File: src/rtl/hetic_pkg.sv
// Shared types and sizing for the HETIC nesting controller.
// Optional build macro HETIC_NEST_THRESHOLD_EN is consumed by hetic_nest_ctrl.
package hetic_pkg;

  localparam int unsigned NrIrqLines = 64;
  localparam int unsigned NrIrqPrios = 32;
  localparam int unsigned StackDepth = 8;

  localparam int unsigned IrqWidth   = $clog2(NrIrqLines);
  localparam int unsigned PrioWidth  = $clog2(NrIrqPrios);
  localparam int unsigned DepthWidth = $clog2(StackDepth + 1);

  typedef struct packed {
    logic [PrioWidth-1:0] level;
    logic                 nest;
  } nest_entry_t;

  typedef enum logic {
    IDLE = 1'b0,
    REQ  = 1'b1
  } state_e;

endpackage

File: src/rtl/hetic_level_stack.sv
// LIFO of preempted contexts; simultaneous push+pop replaces the top,
// pop on empty is ignored and latches a sticky underflow flag.
module hetic_level_stack #(
  parameter int unsigned Width  = 6,
  parameter int unsigned Depth  = 8,
  parameter int unsigned DepthW = $clog2(Depth + 1)
) (
  input  logic              clk_i,
  input  logic              rst_ni,
  input  logic              push_i,
  input  logic              pop_i,
  input  logic [Width-1:0]  data_i,
  output logic [Width-1:0]  top_o,
  output logic [DepthW-1:0] depth_o,
  output logic              empty_o,
  output logic              full_o,
  output logic              underflow_o
);

  localparam int unsigned IdxW = (Depth > 1) ? $clog2(Depth) : 1;

  logic [Width-1:0]  mem_q [Depth];
  logic [DepthW-1:0] depth_q;
  logic              underflow_q;
  logic [IdxW-1:0]   top_idx;
  logic [IdxW-1:0]   wr_idx;
  logic              do_pop;

  assign empty_o     = (depth_q == '0);
  assign full_o      = (depth_q == DepthW'(Depth));
  assign depth_o     = depth_q;
  assign underflow_o = underflow_q;
  assign top_idx     = IdxW'(depth_q - 1'b1);
  assign wr_idx      = IdxW'(depth_q);
  assign do_pop      = pop_i && !empty_o;
  assign top_o       = empty_o ? '0 : mem_q[top_idx];

  // NOTE: the storage is reset along with the pointer because the whole
  // controller must come out of reset in a fully cleared state; it is tiny.
  always_ff @(posedge clk_i or negedge rst_ni) begin
    if (!rst_ni) begin
      for (int i = 0; i < int'(Depth); i++) mem_q[i] <= '0;
      depth_q     <= '0;
      underflow_q <= 1'b0;
    end else begin
      if (pop_i && empty_o) underflow_q <= 1'b1;
      if (push_i && do_pop) begin
        mem_q[top_idx] <= data_i;
      end else if (push_i && !full_o) begin
        mem_q[wr_idx] <= data_i;
        depth_q       <= depth_q + 1'b1;
      end else if (do_pop) begin
        depth_q <= depth_q - 1'b1;
      end
    end
  end

endmodule

File: src/rtl/hetic_nest_ctrl.sv
// Preemption gate between HETIC and the core, with a nesting stack.
// Define HETIC_NEST_THRESHOLD_EN to add a thresh_i priority floor.
module hetic_nest_ctrl
  import hetic_pkg::*;
(
  input  logic                  clk_i,
  input  logic                  rst_ni,
  input  logic                  irq_valid_i,
  input  logic [IrqWidth-1:0]   irq_id_i,
  input  logic [PrioWidth-1:0]  irq_level_i,
  input  logic                  irq_heti_i,
  input  logic                  irq_nest_i,
  output logic                  irq_ack_o,
  output logic [IrqWidth-1:0]   irq_id_o,
  output logic                  core_irq_req_o,
  output logic [IrqWidth-1:0]   core_irq_id_o,
  output logic [PrioWidth-1:0]  core_irq_level_o,
  output logic                  core_irq_heti_o,
  input  logic                  core_irq_ack_i,
  input  logic                  core_mret_i,
`ifdef HETIC_NEST_THRESHOLD_EN
  input  logic [PrioWidth-1:0]  thresh_i,
`endif
  output logic [PrioWidth-1:0]  cur_level_o,
  output logic [DepthWidth-1:0] depth_o,
  output logic                  underflow_o
);

  state_e               state_q, state_d;
  logic [IrqWidth-1:0]  req_id_q;
  logic [PrioWidth-1:0] req_level_q;
  logic                 req_heti_q;
  logic                 req_nest_q;
  logic                 load;
  logic                 push;
  logic                 eligible;
  logic                 stk_empty;
  logic                 stk_full;
  logic [PrioWidth-1:0] floor_level;
  nest_entry_t          top_entry;
  nest_entry_t          push_entry;

  hetic_level_stack #(
    .Width  ($bits(nest_entry_t)),
    .Depth  (StackDepth),
    .DepthW (DepthWidth)
  ) u_stack (
    .clk_i       (clk_i),
    .rst_ni      (rst_ni),
    .push_i      (push),
    .pop_i       (core_mret_i),
    .data_i      (push_entry),
    .top_o       (top_entry),
    .depth_o     (depth_o),
    .empty_o     (stk_empty),
    .full_o      (stk_full),
    .underflow_o (underflow_o)
  );

  // The stack top reads zero when empty, so thread level falls out as 0.
  assign cur_level_o = top_entry.level;

`ifdef HETIC_NEST_THRESHOLD_EN
  assign floor_level = (cur_level_o > thresh_i) ? cur_level_o : thresh_i;
`else
  assign floor_level = cur_level_o;
`endif

  assign eligible = irq_valid_i
                 && (irq_level_i > floor_level)
                 && (stk_empty || top_entry.nest)
                 && !stk_full;

  assign push_entry = '{level: req_level_q, nest: req_nest_q};

  // NOTE: every output of this block gets a default first so that no path
  // through the case leaves a signal unassigned and infers a latch.
  always_comb begin
    state_d   = state_q;
    load      = 1'b0;
    push      = 1'b0;
    irq_ack_o = 1'b0;
    unique case (state_q)
      IDLE: begin
        if (eligible) begin
          load    = 1'b1;
          state_d = REQ;
        end
      end
      REQ: begin
        if (core_irq_ack_i) begin
          irq_ack_o = 1'b1;
          push      = 1'b1;
          state_d   = IDLE;
        end else if (eligible) begin
          load = 1'b1;
        end else begin
          state_d = IDLE;
        end
      end
      default: state_d = IDLE;
    endcase
  end

  // NOTE: state is updated with non-blocking assignments only, so every
  // flop samples the pre-edge values regardless of statement order.
  always_ff @(posedge clk_i or negedge rst_ni) begin
    if (!rst_ni) begin
      state_q     <= IDLE;
      req_id_q    <= '0;
      req_level_q <= '0;
      req_heti_q  <= 1'b0;
      req_nest_q  <= 1'b0;
    end else begin
      state_q <= state_d;
      if (load) begin
        req_id_q    <= irq_id_i;
        req_level_q <= irq_level_i;
        req_heti_q  <= irq_heti_i;
        req_nest_q  <= irq_nest_i;
      end
    end
  end

  assign core_irq_req_o   = (state_q == REQ);
  assign core_irq_id_o    = req_id_q;
  assign core_irq_level_o = req_level_q;
  assign core_irq_heti_o  = req_heti_q;
  assign irq_id_o         = req_id_q;

endmodule

File: config.mk
export PLATFORM = sky130hd
export DESIGN_NAME = hetic_nest_ctrl
export DESIGN_NICKNAME = d
export VERILOG_FILES = /design/src/rtl/hetic_pkg.sv /design/src/rtl/hetic_level_stack.sv /design/src/rtl/hetic_nest_ctrl.sv
export SDC_FILE = /design/constraint.sdc
export NUM_CORES = 1
export LEC_CHECK = 0
export BUFFER_PORTS_ARGS = -buffer_cell sky130_fd_sc_hd__buf_2
export CORE_ASPECT_RATIO = 1.4
export CORE_MARGIN = 2
export CORE_UTILIZATION = 33
export DETAILED_ROUTE_END_ITERATION = 6
export MAX_ROUTING_LAYER = met4
export SLEW_MARGIN = 20
export SYNTH_ARGS = -nofsm -noshare
export SYNTH_HDL_FRONTEND = slang
export SYNTH_SLANG_ARGS = --single-unit
File: constraint.sdc
create_clock -name clk_i -period 5 [get_ports clk_i]
set_clock_uncertainty 0.05 [all_clocks]
set_input_delay 1.25 -clock clk_i [delete_from_list [all_inputs] [get_ports clk_i]]
set_output_delay 1.25 -clock clk_i [all_outputs]
set_load 0.01 [all_outputs]
==> Implementation_results.wiki <==
{| class="wikitable"
! Metric !! Value
|-
| Status || finished, final reports clean
|-
| Post-Layout Cell Count || roughly 460
|-
| CTS max path bufs || 2
|-
| Sequential cell area || between 0.0015 and 0.002 mm²
|-
| Vias in the first global route || 2396
|-
| Source-to-sink clock delay at the later pin of the worst-skew pair || roughly 320 ps
|-
| Buffer cell driving the clock tree root || sky130_fd_sc_hd__clkbuf_16
|-
| Crit path DAT || 2970 ps
|-
| Share of synthesized area spent on multiplexers || about a quarter
|-
| Count of final setup violators || 0
|-
| Core Footprint || between 0.01 and 0.015 mm²
|-
| Largest fanout on the critical path || 15
|-
| Area added between synthesis and finish || 17.52%
|-
| Number of buffers inserted for hold repair after clock tree synthesis || 0
|-
| Residual overflow from global routing || 0
|-
| Total of max-cap violations || 0
|-
| Largest net degree at the start of global routing || 37
|-
| Sink count of the clock tree || 67
|-
| Post-Synthesis Mean Instance Area || 12.93 µm²
|-
| Pins Over Slew Limit || 0
|-
| Number of port buffers || 47
|-
| Routed WL per cell || 17.02 µm
|-
| Gpl congestion || 0.8436
|-
| Setup total negative slack || 0 ps
|-
| Final Net Count || 339
|-
| Worst Max-Slew Pin Slew || 857.7 ps
|-
| Highest cell delay on the worst timing path || about 520 ps
|-
| Clock period minus worst slack || 4272 ps
|-
| Chip width || between 90 and 100 µm
|-
| Element type at the critical path end || output port
|-
| Synth Register Bits || 67
|-
| Setup repair after global routing missed its margin || false
|-
| Number of core rows || 44
|-
| Met1 usage in global routing || 17.03%
|-
| Most used routing layer in global routing || met2
|-
| DRC violation count after routing || 0
|-
| Clock-pin transition on the worst setup and hold timing paths || 60 ps
|-
| Resized cells post-CTS || 0
|-
| Antenna Diode Count || 0
|-
| Static Leak || 1.916 nW
|-
| Count of antenna-violating nets left after detailed routing || 0
|-
| Summed area of non-filler cells in the final layout || 0.004088 mm²
|-
| Synthesized area || approximately 0.0035 mm²
|-
| Synthesized-area fraction occupied by ao, oa, aoi and oai cells || 8.129%
|-
| Top Ports || 48
|-
| Initial standard-cell utilization of the core || 33.79%
|-
| Antenna violations before repair || 0
|-
| Post-CTS setup repair buffer count || 0
|-
| CP Launch Type || flip-flop
|-
| Critical Setup Path Class || flip-flop to output port
|-
| Final Routed Wirelength || between 7 and 8 mm
|-
| Share of synthesized cell area in full adder, half adder and majority cells || 2.518%
|-
| Detailed-route vias per instance || about 5.1
|-
| Min-delay worst type || flip-flop to flip-flop
|-
| Number of placed instances, taps included || roughly 440
|-
| Half-perimeter wire length of the detailed placement result || 5.488 mm
|-
| Met2 usage || approximately 25%
|-
| Floorplan die height || around 130 µm
|-
| Ordered list of cells on the worst path || inv_1, ha_1, xor2_4, nor2_1, a221oi_1, a21oi_1, o211a_1, buf_2
|-
| Worst hold-check slack || 402.9 ps
|-
| Critical Path Slowest Stage Cell || sky130_fd_sc_hd__xor2_4
|-
| Number of vias after detailed routing || 2331
|-
| Iteration-0 DRC Markers || a little under 90
|-
| Total die area || ~0.011 mm²
|-
| Share of the clock period used by the worst path after layout || 85.44%
|-
| Number of clock buffers inserted by TritonCTS || 9
|-
| Synth Net Count || roughly 290
|-
| Required arrival time at the worst endpoint || 3700 ps
|-
| Total area of multi-input combinational cells || 0.001650 mm²
|-
| Post-synthesis cell count || 269
|-
| Count of H-tree levels built during CTS || 3
|-
| Number of warnings reported in the yosys synthesis log || 0
|-
| Largest family of logic cells by synthesized area || multiplexers
|-
| Cell area after placement || around 0.0038 mm²
|-
| Areal power density over the cells || between 600 and 700 mW/mm²
|-
| Post-synth cell types || 47
|-
| Sequential area share after synthesis || 48.20%
|-
| Fill cell count || 1020
|-
| Wire length of the first global-routing pass || roughly 13 mm
|-
| Met3 Resource Use GR || 3.072%
|-
| Synth Area in XOR/XNOR || 2.014%
|-
| Fraction of final layout cells with drive strength greater than 1 || 46.71%
|-
| CTS tree || yes
|-
| Worst IR drop on VDD || roughly 200 µV
|-
| Final Hold Violating Endpoints || 0
|-
| Simple-gate portion of the synthesized area || 9.604%
|-
| GRT Overall Usage || roughly 15%
|-
| Number of iterations in the first detailed-routing pass || 4
|-
| Peak Freq || 0.2341 GHz
|-
| Worst slew margin relative to its limit || 42.82%
|}
==> final timing paths <==
path	startpoint	end	slack [ps]	depth (start not counted)
setup / recovery	u_stack.depth_o[1]	cur_level_o[0]	730	8
hold / removal	u_stack.underflow_o	u_stack.underflow_o	400	1
setup reg to reg	u_stack.depth_o[1]	core_irq_id_o[2]	850	13
hold reg to reg	u_stack.underflow_o	u_stack.underflow_o	400	1
max in group asynchronous	rst_ni	u_stack.mem_q[25]	3060	2
min in group asynchronous	rst_ni	core_irq_id_o[3]	920	1
==> layout make-up <==
class,count,area share (%)
Clock inverter,4,1.224
Clock buffer,12,6.030
Inverter,9,0.8264
Multi-Input combinational cell,177,40.37
Sequential cell,67,41.02
Tap cell,138,4.224
Timing Repair Buffer,50,6.305
==> through the flow <==
stage / total power, mW / util, % / setup slack, ps
global placement: 1.900 / 36.83 / 922.2
global route: 2.681 / 39.71 / 477.1
detailed placement: 1.922 / 36.83 / 832.8
CTS: 2.553 / 39.71 / 674.5
floorplan: 1.651 / - / 829.6
finish: 2.515 / 39.71 / 728.2
==> cell families (layout without fill, tap and decap cells) <==
family,Yosys count,after routing
simple gates,59,59
xor+xnor,5,5
flops,67,67
compound gates,34,34
buf+inv,25,75
mux,72,72
fa+ha+maj,7,7
==> cells in the mapped netlist (all sizes together) <==
master / n / area, µm²
nor3: 4 / 20.02
nand2b: 1 / 6.260
xor2: 2 / 36.29
or3b: 1 / 11.26
and3b: 1 / 10.01
ha: 7 / 87.58
nor4: 3 / 18.77
mux2: 64 / 720.7
o211ai: 1 / 7.510
inv: 9 / 33.78
nand4b: 2 / 17.52
dfrtp: 67 / 1677
buf: 13 / 96.34
a31o: 1 / 8.760
o221ai: 1 / 8.760
xnor2: 3 / 33.79
o211a: 1 / 10.01
nand2: 20 / 75.07
mux4: 6 / 135.1
mux2i: 2 / 20.02
o21ai: 8 / 47.55
a41oi: 1 / 27.53
nand4: 4 / 25.02
and3: 6 / 57.55
a21o: 1 / 7.510
a21oi: 12 / 67.57
a211oi: 1 / 20.02
and4: 1 / 8.760
nand3: 10 / 50.05
a31oi: 5 / 61.31
a22oi: 1 / 7.510
nand3b: 1 / 7.510
a221oi: 1 / 8.760
clkbuf: 3 / 21.27
and4b: 1 / 11.26
nor2: 4 / 15.01
==> power by group <==
part	total [mW]	internal [mW]	switching [mW]
Clock	0.618	0.399	0.220
Combinational	1.00	0.452	0.549
Sequential	0.896	0.728	0.168
==> placed cells by master (no fill, tap or decap), drive strengths merged, types with 2 or more instances in the layout <==
master,n
nor3,4
nor2,4
nand3,10
and3,6
xor2,2
inv,9
nand4b,2
mux4,6
ha,7
buf,50
o21ai,8
clkbuf,12
mux2i,2
dfrtp,67
a31oi,5
a21oi,12
clkinvlp,2
mux2,64
nor4,3
nand4,4
xnor2,3
nand2,20
==> worst max-delay path: cells and delay by family, from the launching register on <==
kind	cells	cell delay, ps
xor+xnor	1	520
compound gates	3	670
buf+inv	2	290
flops	1	460
simple gates	1	230
fa+ha+maj	1	460
==> metal layers <==
layer | part of all wire (%) | wire [µm] | vias up
met5 | 0 | 0 | -
met4 | 3.6 | 280 | 0
met3 | 2.5 | 197 | 17
met2 | 52 | 4057 | 39
met1 | 42 | 3244 | 1192
li1 | - | - | 1083
==> registers in the layout, summed over array words and instances, names as in the netlist <==
| name | cells |
|---|---|
| u_stack.underflow_o | 1 |
| req_nest_q | 1 |
| u_stack.mem_q | 48 |
| core_irq_req_o | 1 |
| core_irq_level_o | 5 |
| core_irq_heti_o | 1 |
| u_stack.depth_o | 4 |
| core_irq_id_o | 6 |
No activity file was read; power rests on OpenSTA's default activity.
